`config.mk`:
```
export PLATFORM = sky130hd
export DESIGN_NAME = seq_det_scheduler
export DESIGN_NICKNAME = d
export VERILOG_FILES = /design/src/rtl/seq_det_scheduler.sv
export SDC_FILE = /design/constraint.sdc
export NUM_CORES = 1
export LEC_CHECK = 0
export BUFFER_PORTS_ARGS = -buffer_cell sky130_fd_sc_hd__clkbuf_2
export CAP_MARGIN = 5
export CORE_ASPECT_RATIO = 0.5
export CORE_MARGIN = 1.5
export CORE_UTILIZATION = 57
export DETAILED_ROUTE_END_ITERATION = 10
export PLACE_DENSITY = 0.85
export REMOVE_ABC_BUFFERS = 1
export SKIP_LAST_GASP = 1
export SYNTH_ARGS = -nofsm -noshare
export SYNTH_HDL_FRONTEND = slang
export SYNTH_SLANG_ARGS = --single-unit
```
`constraint.sdc`:
```
create_clock -name clk -period 6.05 [get_ports clk]
set_input_delay 1.21 -clock clk [delete_from_list [all_inputs] [get_ports clk]]
set_output_delay 1.21 -clock clk [all_outputs]
set_load 0.05 [all_outputs]
```
`src/rtl/seq_det_scheduler.sv`:
```
// seq_det_scheduler: round-robin front end that shares one serial PAT_W-bit
// pattern detector among NREQ requesters. A granted word is shifted MSB-first
// through the detector, and the match count and first match position are
// reported on a one-cycle done strobe.
// Build option: define SEQ_DET_SCHED_OVERLAP_EN to count overlapping matches.
// Without it, each match consumes its bits, so the next match needs PAT_W
// fresh bits.
module seq_det_scheduler #(
  parameter int NREQ   = 4,
  parameter int WORD_W = 16,
  parameter int PAT_W  = 4,
  parameter int CNT_W  = 5
) (
  input  logic                       clk,
  input  logic                       rst,
  input  logic [NREQ-1:0]            req,
  input  logic [NREQ*WORD_W-1:0]     word_in,
  input  logic [PAT_W-1:0]           pattern,
  output logic [NREQ-1:0]            gnt,
  output logic                       busy,
  output logic                       done,
  output logic [$clog2(NREQ)-1:0]    done_id,
  output logic [CNT_W-1:0]           match_cnt,
  output logic [CNT_W-1:0]           first_pos
);

  localparam int ID_W = $clog2(NREQ);

  typedef enum logic [1:0] {IDLE, SHIFT, DONE} state_t;

  state_t            state;
  logic [ID_W-1:0]   ptr;
  logic [ID_W-1:0]   id_q;
  logic [WORD_W-1:0] word_q;
  logic [PAT_W-1:0]  pat_q;
  logic [PAT_W-1:0]  hist;
  logic [CNT_W-1:0]  seen;
  logic [CNT_W-1:0]  bit_k;
  logic [CNT_W-1:0]  cnt_acc;
  logic [CNT_W-1:0]  pos_acc;

  logic              pick_vld;
  logic [ID_W-1:0]   pick_id;
  logic [ID_W-1:0]   ptr_nx;
  logic [PAT_W-1:0]  hist_nx;
  logic [CNT_W-1:0]  seen_nx;
  logic              hit;

  function automatic logic [CNT_W-1:0] sat_inc(input logic [CNT_W-1:0] v);
    return (&v) ? v : v + 1'b1;
  endfunction

  // Round-robin pick: first set request at or after ptr, wrapping around.
  // The loop runs from the farthest offset down so the nearest one wins.
  always_comb begin
    pick_vld = 1'b0;
    pick_id  = '0;
    for (int off = NREQ - 1; off >= 0; off--) begin
      int idx;
      idx = int'(ptr) + off;
      if (idx >= NREQ) idx = idx - NREQ;
      if (req[idx]) begin
        pick_vld = 1'b1;
        pick_id  = ID_W'(idx);
      end
    end
    ptr_nx = (pick_id == ID_W'(NREQ - 1)) ? '0 : pick_id + 1'b1;
  end

  // Detector step for the current MSB of the latched word.
  always_comb begin
    hist_nx = {hist[PAT_W-2:0], word_q[WORD_W-1]};
    seen_nx = sat_inc(seen);
    hit     = (hist_nx == pat_q) && (seen_nx >= CNT_W'(PAT_W));
  end

  // Control FSM, detector state and registered outputs.
  always_ff @(posedge clk or posedge rst) begin
    if (rst) begin
      state     <= IDLE;
      ptr       <= '0;
      id_q      <= '0;
      word_q    <= '0;
      pat_q     <= '0;
      hist      <= '0;
      seen      <= '0;
      bit_k     <= '0;
      cnt_acc   <= '0;
      pos_acc   <= '0;
      gnt       <= '0;
      busy      <= 1'b0;
      done      <= 1'b0;
      done_id   <= '0;
      match_cnt <= '0;
      first_pos <= '0;
    end else begin
      case (state)
        IDLE: begin
          gnt  <= '0;
          busy <= 1'b0;
          done <= 1'b0;
          if (pick_vld) begin
            gnt     <= NREQ'(1) << pick_id;
            busy    <= 1'b1;
            word_q  <= word_in[pick_id*WORD_W +: WORD_W];
            pat_q   <= pattern;
            id_q    <= pick_id;
            ptr     <= ptr_nx;
            hist    <= '0;
            seen    <= '0;
            bit_k   <= '0;
            cnt_acc <= '0;
            // All-ones marks "no match yet"; it is larger than any bit index.
            pos_acc <= '1;
            state   <= SHIFT;
          end
        end
        SHIFT: begin
          gnt    <= '0;
          word_q <= word_q << 1;
          hist   <= hist_nx;
          bit_k  <= bit_k + 1'b1;
          if (hit) begin
            cnt_acc <= sat_inc(cnt_acc);
            if (&pos_acc) pos_acc <= bit_k;
`ifdef SEQ_DET_SCHED_OVERLAP_EN
            seen <= seen_nx;
`else
            seen <= '0;
`endif
          end else begin
            seen <= seen_nx;
          end
          if (bit_k == CNT_W'(WORD_W - 1)) state <= DONE;
        end
        DONE: begin
          done      <= 1'b1;
          done_id   <= id_q;
          match_cnt <= cnt_acc;
          first_pos <= pos_acc;
          state     <= IDLE;
        end
        default: state <= IDLE;
      endcase
    end
  end

endmodule

```
[Yosys cells after proc, flatten, opt, wreduce, memory -nomap -nowiden]
Cells that the tools add are included.
Storage, ports and cells
  memories: 0
  input bits: 74
  latch bits: 0
  flip-flop bits (word level): 67
  memory bits (writable): 0
  bits in read-only memories: 0
Operators by class
  shift operators: 2
  reduce and logical (&&, ||, !) cells: 12
  divide/modulo/power cells: 0
  order comparisons: 9
  add/subtract/negate cells: 11
  bitwise gates (word level): 0
  multipliers: 0
  multiplexer cells: 48
  equality and inequality tests: 10
Operator list (number)
  less-than comparator 32 x 4 -> 1 bit, second input constant: 4
  2-to-1 mux 32 bit: 4
  variable part select 64 x 7 -> 16 bit: 1
  2-to-1 mux 5 bit: 8
  one-hot mux 5 bit (2 select lines): 4
  one-hot mux 16 bit (2 select lines): 1
  2-to-1 mux 16 bit: 1
  adder 5 x 1 -> 5 bit, second input constant: 3
  AND reduction 5 bit: 3
  2-to-1 mux 2 bit: 7
  2-to-1 mux 1 bit: 13
  subtractor 3 x 3 -> 4 bit, second input constant: 3
  inequality test 2 bit, second input constant: 5
  >= comparator 3 bit, second input constant: 3
  binary-select mux 1 bit (select 2 bit): 4
  one-hot mux 4 bit (2 select lines): 1
  AND reduction 4 bit: 2
  adder 2 x 2 -> 3 bit, second input constant: 2
  one-hot mux 3 bit (2 select lines): 1
  AND reduction 2 bit: 3
  equality test 5 x 4 -> 1 bit, second input constant: 1
  >= comparator 5 x 3 -> 1 bit, second input constant: 1
  equality test 2 bit, second input constant: 2
  equality test 4 bit: 1
  13 further kinds: 14

[Longest topological paths before layout]
Gate-level depths: netlist (run 1).
  word-level depth: 13
  depth in mapped cells: 8
  gate-level depth less buffers: 7

[Worst setup path before layout (run 1)]
OpenSTA, ideal clock, no wires.
  path type: input -> register
  from: input port req[0]
  to: register gnt[0]
  setup slack: 3.256 ns
  stages: 8
  arrival time: 2.673 ns
  data required time: 5.929 ns
  path buffers: 2
  cell sequence: nor2b_1 > nor3_1 > o22a_1 > buf_2 > buf_1 > inv_1 > ha_1 > a22o_1
On the way
  word-level cells in the longest chain between the ends: 10
  elaborated cells between the ends (all ways): 23
  classes of those cells: shift: 1; mux: 22
RTL lines
  start, declared: line 16  | input logic [NREQ-1:0] req,
  binary-select mux 1 bit (select 2 bit): line 62  | if (req[idx]) begin
  2-to-1 mux 1 bit (not written as such) (2 in a row): line 62
  2-to-1 mux 2 bit (3 in a row): line 62
  2-to-1 mux 2 bit *: line 62
  named net pick_id[0]: line 43  | logic [ID_W-1:0] pick_id;
  left shift 1 x 2 -> 4 bit *: line 103  | gnt <= NREQ'(1) << pick_id;
  2-to-1 mux 4 bit *: line 102  | if (pick_vld) begin
  one-hot mux 4 bit (2 select lines) *: line 97  | case (state)
  end signal, assigned: line 103
  end, declared: line 19  | output logic [NREQ-1:0] gnt,
Mark *: on every way through the listed nets, which the timed path passes. The rest lies on a longest branch. The select of a mux whose other input is x is not followed.
A chain may end at the register's enable or synchronous reset.

[Worst setup path in the final report (run 1)]
  from: input port req[3]
  to: register cnt_acc[0]
On the way
  word-level cells in the longest chain between the ends: 9
  elaborated cells between the ends (all ways): 18
  classes of those cells: eq/ne: 1; mux: 16; reduce/logical: 1
RTL lines
  binary-select mux 1 bit (select 2 bit): line 62
  2-to-1 mux 1 bit (not written as such) (2 in a row): line 62
  2-to-1 mux 1 bit (3 in a row): line 62
  2-to-1 mux 1 bit *: line 62
  inequality test 2 bit (no source line) *
  AND reduction 4 bit (no source line) *
  end signal, assigned: line 124  | cnt_acc <= sat_inc(cnt_acc);
  end, declared: line 39  | logic [CNT_W-1:0] cnt_acc;
Mark *: on every way between the ends. The rest lies on a longest branch, timed or not. The select of a mux whose other input is x is not followed.

==> metrics.txt, run 1 <==
Worst Path Arrival approximately 3.3 ns; Leak 2.06 nW; root buffer cell clkbuf_16; DP Wirelength 5.66 mm; post-synthesis register bit count 67; required time of the critical path about 6.3 ns; Synth area leaders dfrtp_1 (48%), mux2_2 (9.1%), nand2_1 (5.5%); Die W between 100 and 150 um; clk sinks between 60 and 70; Final min period 3.09 ns; n_diodes 0; Net Sw Frac 0.400; CP max stage delay 0.75 ns; overall power of the completed layout 2.06 mW; post-synthesis sequential area ratio 0.485; Core Box Area ~0.0057 mm^2; fin crit share 0.511; final setup fails 0; routed length per instance between 15 and 20 um; family with the most delay on the worst path simple AND/OR/NAND/NOR gates; CP Capture Type register; Final Max Tran Viols 0; P_int roughly 1.2 mW; Area Overhead vs Synth 22.9%; CTS Hold Bufs 0; Die Outline Area approximately 0.0066 mm^2; Power Dens Cells roughly 490 mW/mm^2; CP Max Fanout 31; dpl cell area 0.00395 mm^2; Nets 518; skew final roughly 0.0055 ns; critical path type primary input to register; Hold/Removal Path Class register to register; synth warn 0; FP Rows 19; vias between 3000 and 4000; most frequent cells in the layout clkbuf_2 (91), dfrtp_1 (67), nand2_1 (51), o21ai_0 (35), a21oi_1 (30); Routed Antenna Nets 0; final setup TNS 0 ns; die height about 58 um; vias in the first global route ~3000; Synth Instances 348; CP max stage cell nor4_1; Worst IR Drop VDD about 270 uV; startpoint class of the critical path primary input; Post-Syn Area 0.00346 mm^2; Top Ports 92; CP Cell Sequence clkbuf_2, nor4_1, a21o_1, buf_4, a21oi_1, nand2_1, mux2_2; initial antenna violation count 0; worst hold slack approximately 0.48 ns; wire length of the first global-routing pass roughly 14 mm; CTS tree yes; DRC viols 0; Final Wtd Congestion approximately 0.75; sequential share of power 0.366; WL final 8.31 mm; layout cells sized above 1 0.330; GRT overflow 0; relative slew slack 0.138; # resized after CTS 0; pin count of the biggest net entering global routing 68; Synth top area share 0.485; cell accounting for the most synthesized area dfrtp_1; Net Switching about 0.82 mW; RSZ-0062 raised after global routing false; count of final hold-check violations 0; Port Buffers 91; H-tree depth 3; First-pass DRT Iterations 5; postcts setup bufs 0; Slew @ Worst Pin ~1.3 ns; status complete, no violations; CP bufs+invs 2; TritonCTS Buffers 9; DR vias/cell 5.98; clk_lat worst skew ~0.33 ns; initial core utilization 0.611; Clock Path Buffers 2; Total GRT Usage 0.275; Worst-path clk slew roughly 0.06 ns; clock power share 0.254; Synth Area per Inst 9.93 um^2; most common cell after layout, fill and taps aside clkbuf_2; DR iter-0 viols around 230; Synth cell types 43; max-cap violations 0; Logic pwr share 0.380; Final Cell Area ~0.0042 mm^2; max frequency 324 MHz
==> worst reg2reg max path, cell delays in order (launching register included) <==
cell and delay (ns):
dfrtp_1 0.55, clkinv_1 0.48, nor2_2 0.67, buf_4 0.31, and2_1 0.37, nand3_1 0.18, mux2i_1 0.23
==> registers in the layout, indices dropped and copies added (netlist names) <==
signal	cells
done	1
gnt	4
pos_acc	5
done_id	2
cnt_acc	5
state	2
ptr	2
id_q	2
seen	5
pat_q	4
bit_k	5
match_cnt	5
first_pos	5
busy	1
hist	3
word_q	16
==> power groups by stage <==
| stage | Clock (mW) | Sequential (mW) | Combinational, mW |
|---|---|---|---|
| detailed placement | 0 | 0.754 | 0.771 |
| global route | 0.547 | 0.776 | 0.870 |
| CTS | 0.526 | 0.751 | 0.781 |
| floorplan | 0 | 0.822 | 0.486 |
| global placement | 0 | 0.740 | 0.734 |
| finish | 0.525 | 0.755 | 0.784 |
==> cells in the mapped netlist <==
| library cell | count |
|---|---|
| clkinv_1 | 1 |
| o31a_1 | 1 |
| o22a_1 | 1 |
| a221o_1 | 15 |
| nand3_1 | 5 |
| ha_1 | 9 |
| buf_2 | 6 |
| buf_4 | 1 |
| o31ai_1 | 3 |
| nand2_1 | 51 |
| mux2i_1 | 3 |
| buf_6 | 1 |
| a21o_1 | 2 |
| a21boi_2 | 1 |
| nand2b_1 | 1 |
| mux2_2 | 28 |
| nor4_1 | 1 |
| dfrtp_1 | 67 |
| a31oi_1 | 2 |
| o311ai_0 | 1 |
| or4b_1 | 1 |
| or4_1 | 1 |
| nor2b_1 | 4 |
| or3_1 | 1 |
| o21ai_1 | 3 |
| a41oi_1 | 1 |
| clkbuf_1 | 7 |
| inv_1 | 7 |
| a22o_1 | 9 |
| nand4_1 | 1 |
| and2_1 | 3 |
| nor3_1 | 6 |
| buf_1 | 4 |
| nor2_1 | 19 |
| a32o_1 | 1 |
| a221oi_2 | 1 |
| o21ai_0 | 35 |
| a22o_2 | 1 |
| o22ai_1 | 2 |
| nor4_2 | 1 |
| xor2_1 | 4 |
| a21oi_1 | 30 |
| and3_1 | 6 |
==> metrics by stage <==
stage / std cells / utilization / worst slack (ns)
6_report: 513 / 0.751 / 2.96
5_1_grt: 513 / 0.751 / 2.82
4_1_cts: 513 / 0.751 / 3.03
3_5_place_dp: 497 / 0.697 / 2.70
3_3_place_gp: 497 / 0.697 / 2.71
2_1_floorplan: 329 / - / 3.00
==> per-layer routing <==
layer  vias up  GRT usage  share of wire
li1       1443          -              -
met1      1460      0.354           0.44
met2       147      0.460           0.48
met3        20     0.0743          0.067
met4         0      0.100          0.020
met5         -          0              0
==> final timing paths <==
check | from | slack (ns) | depth (start not counted) | to
min in group asynchronous | rst | 1.10 | 3 | bit_k[4]$_DFFE_PP0P_
setup reg to reg | state[0]$_DFFE_PP0P_ | 3.16 | 6 | seen[0]$_DFFE_PP0P_
hold reg to reg | word_q[6]$_DFFE_PP0P_ | 0.48 | 2 | word_q[6]$_DFFE_PP0P_
max in group asynchronous | rst | 4.40 | 3 | hist[1]$_DFFE_PP0P_
setup / recovery | req[3] | 2.96 | 7 | cnt_acc[0]$_DFFE_PP0P_
hold / removal | word_q[6]$_DFFE_PP0P_ | 0.48 | 2 | word_q[6]$_DFFE_PP0P_
==> final cells by class <==
| cell class | count | area, um^2 |
|---|---|---|
| clock buffers | 9 | 225 |
| inverters | 8 | 30.0 |
| fillers | 391 | 1410 |
| well taps | 73 | 91.3 |
| repair buffers | 95 | 485 |
| flip-flops and latches | 67 | 1680 |
| multi-input cells | 254 | 1660 |
| clock inverters | 7 | 76.3 |
==> cell families after synthesis <==
logic type,synth area share
adders and majority gates,0.0326
AOI/OAI and AO/OA,0.206
and+or+nand+nor,0.131
xor gates and xnor gates,0.0101
muxes,0.0999
DFF,0.485
buffers and inverters,0.0347
No activity file was read; power rests on OpenSTA's default activity.
==> run 2, diff against run 1 <==
--- a/config.mk
+++ b/config.mk
@@ -9,9 +9,9 @@
 export CAP_MARGIN = 5
 export CORE_ASPECT_RATIO = 0.5
 export CORE_MARGIN = 1.5
-export CORE_UTILIZATION = 57
+export CORE_UTILIZATION = 53
 export DETAILED_ROUTE_END_ITERATION = 10
-export PLACE_DENSITY = 0.85
+export PLACE_DENSITY = 0.8
 export REMOVE_ABC_BUFFERS = 1
 export SKIP_LAST_GASP = 1
 export SYNTH_ARGS = -nofsm -noshare
==> constraint.sdc (replaced) <==
create_clock -name clk -period 3.19 [get_ports clk]
set_input_delay 0.638 -clock clk [delete_from_list [all_inputs] [get_ports clk]]
set_output_delay 0.638 -clock clk [all_outputs]
set_load 0.05 [all_outputs]
==> run 2 against run 1 <==
Final area is 1.0% higher. Worst hold slack got worse by 0.16 ns. Wire length increased by 6.1%. Critical path type is now register to register. Largest power group unchanged. Highest routed layer unchanged.
==> metrics.txt, run 2 (synthesis gave the netlist of run 1 again) <==
Layout Cells excl Fill 530 (+3.3%); Top Ports 92 (unchanged); initial core utilization 0.559 (-0.0517); Power Dens Cells 931 mW/mm^2 (+92%); Worst-path clk slew 0.05 ns (about the same); WL final 8.82 mm (+6.1%); Die W 117 um (+3.6%); pin count of the biggest net entering global routing 44 (-35%); clock power share 0.256 (+0.002); count of final hold-check violations 0 (unchanged); Area Overhead vs Synth 24.1%; DR iter-0 viols 238 (+3.0%); Slew @ Worst Pin 1.21 ns (-0.0821 ns); max FFs per register 16 (unchanged); CTS Hold Bufs 0 (unchanged); max frequency about 360 MHz; P_int 2.44 mW (+97%); TritonCTS Buffers 9 (unchanged); Net Sw Frac 0.390 (-0.00951); routed length per instance 16.6 um (+2.7%); CP max stage delay 1.07 ns (+0.32 ns); CP Capture Type register; RSZ-0062 raised after global routing false; Leak 2.08 nW (+0.82%); Die Outline Area 0.00705 mm^2 (+7.2%); Port Buffers 91 (unchanged); postcts setup bufs 0 (unchanged); Clock Path Buffers 2 (unchanged); final setup fails 0 (unchanged); Final min period between 2 and 3 ns; First-pass DRT Iterations 4 (-1); required time of the critical path 3.42 ns (-2.85 ns); Final WS setup 0.414 ns (-2.55 ns); vias in the first global route 3026 (+1.2%); Finished Core Util 0.694 (-0.0566); H-tree depth 3 (unchanged); dpl ws 0.540 ns (-2.16 ns); clk sinks 67 (unchanged); fin crit share 0.870; CP Max Fanout 19 (-39%); Fill cells 438 (+12%); most common cell after layout, fill and taps aside clkbuf_2; Biggest register word_q; FP Rows 20 (+1); Final Max Tran Viols 0 (unchanged); Logic pwr share 0.384 (+0.004); sequential share of power 0.360 (-0.006); most frequent cells in the layout clkbuf_2 (91), dfrtp_1 (67), nand2_1 (51), o21ai_0 (35), a21oi_1 (30); DR vias/cell 5.85 (-2.2%); overall power of the completed layout 3.99 mW (+93%); R2R Setup Slk 0.41 ns (-2.75 ns); worst hold slack 0.322 ns (-0.155 ns); # resized after CTS 0 (unchanged); initial antenna violation count 0 (unchanged); placed instance count 514 (+3.4%); root buffer cell clkbuf_16; Hold/Removal Path Class primary input to asynchronous set/reset pin; Worst IR Drop VDD 426 uV (+61%); Worst Path Arrival 3.00 ns (-0.30 ns); CP Cell Sequence clkinv_1, a21oi_1, nand3_1, mux2i_1; n_diodes 0 (unchanged); CP max stage cell a21oi_1; vias 3101 (+1.0%); max-cap violations 0 (unchanged); startpoint class of the critical path register; status complete, no violations; Nets 520 (+0.39%); die height 60.1 um (+3.5%); final setup TNS 0 ns (unchanged); clk_lat worst skew 0.32 ns (about the same); Final Cell Area 0.00429 mm^2 (+1.0%); relative slew slack 0.192 (+0.0547); Routed Antenna Nets 0 (unchanged); layout cells sized above 1 0.328 (-0.00149); wire length of the first global-routing pass 14.2 mm (+2.0%); Core Box Area 0.00618 mm^2 (+9.2%); GRT overflow 0 (unchanged); skew final 0.00400 ns (-0.00146 ns); CTS tree yes; DRC viols 0 (unchanged); dpl cell area 0.00398 mm^2 (+0.86%); DP Wirelength 6.07 mm (+7.3%); family with the most delay on the worst path compound AO/OA/AOI/OAI gates; Net Switching 1.56 mW (+89%); critical path type register to register; Total GRT Usage 0.268 (-0.00718); CP bufs+invs 1 (-1); Final Wtd Congestion 0.815 (+8.7%)
-- run 2: worst paths after layout --
path | startpoint | end | cells past startpoint
max | state[0]$_DFFE_PP0P_ | seen[0]$_DFFE_PP0P_ | 4
min | rst | pos_acc[1]$_DFFE_PP0P_ | 2
max reg2reg | state[0]$_DFFE_PP0P_ | seen[0]$_DFFE_PP0P_ | 4
min reg2reg | word_q[10]$_DFFE_PP0P_ | word_q[10]$_DFFE_PP0P_ | 2
max in group asynchronous | rst | word_q[12]$_DFFE_PP0P_ | 3
min in group clk | word_q[10]$_DFFE_PP0P_ | word_q[10]$_DFFE_PP0P_ | 2
-- run 2: area by class of cell --
type	instances	area, um^2	area share
sequential	67	1680	0.391
timing repair buffer	97	500	0.117
inverter	8	30.0	0.00700
clock buffer	11	233	0.0542
multi-input combinational	254	1660	0.388
clock inverter	5	77.6	0.0181
tap	88	110	0.0257
-- run 2: power by group through the flow --
| stage | logic [mW] | clock network, mW | registers, mW |
|---|---|---|---|
| 3_3_place_gp | 1.41 | 0 | 1.41 |
| 3_5_place_dp | 1.50 | 0 | 1.43 |
| 5_1_grt | 1.69 | 1.07 | 1.47 |
| 4_1_cts | 1.53 | 1.03 | 1.43 |
| 6_report | 1.53 | 1.02 | 1.44 |
| 2_1_floorplan | 0.922 | 0 | 1.56 |
-- run 2: per-layer routing --
layer | track usage | part of all wire | vias up
met2 | 0.458 | 0.48 | 166
li1 | - | - | 1447
met1 | 0.335 | 0.41 | 1468
met4 | 0.0998 | 0.018 | 0
met5 | 0 | 0 | -
met3 | 0.0680 | 0.087 | 20
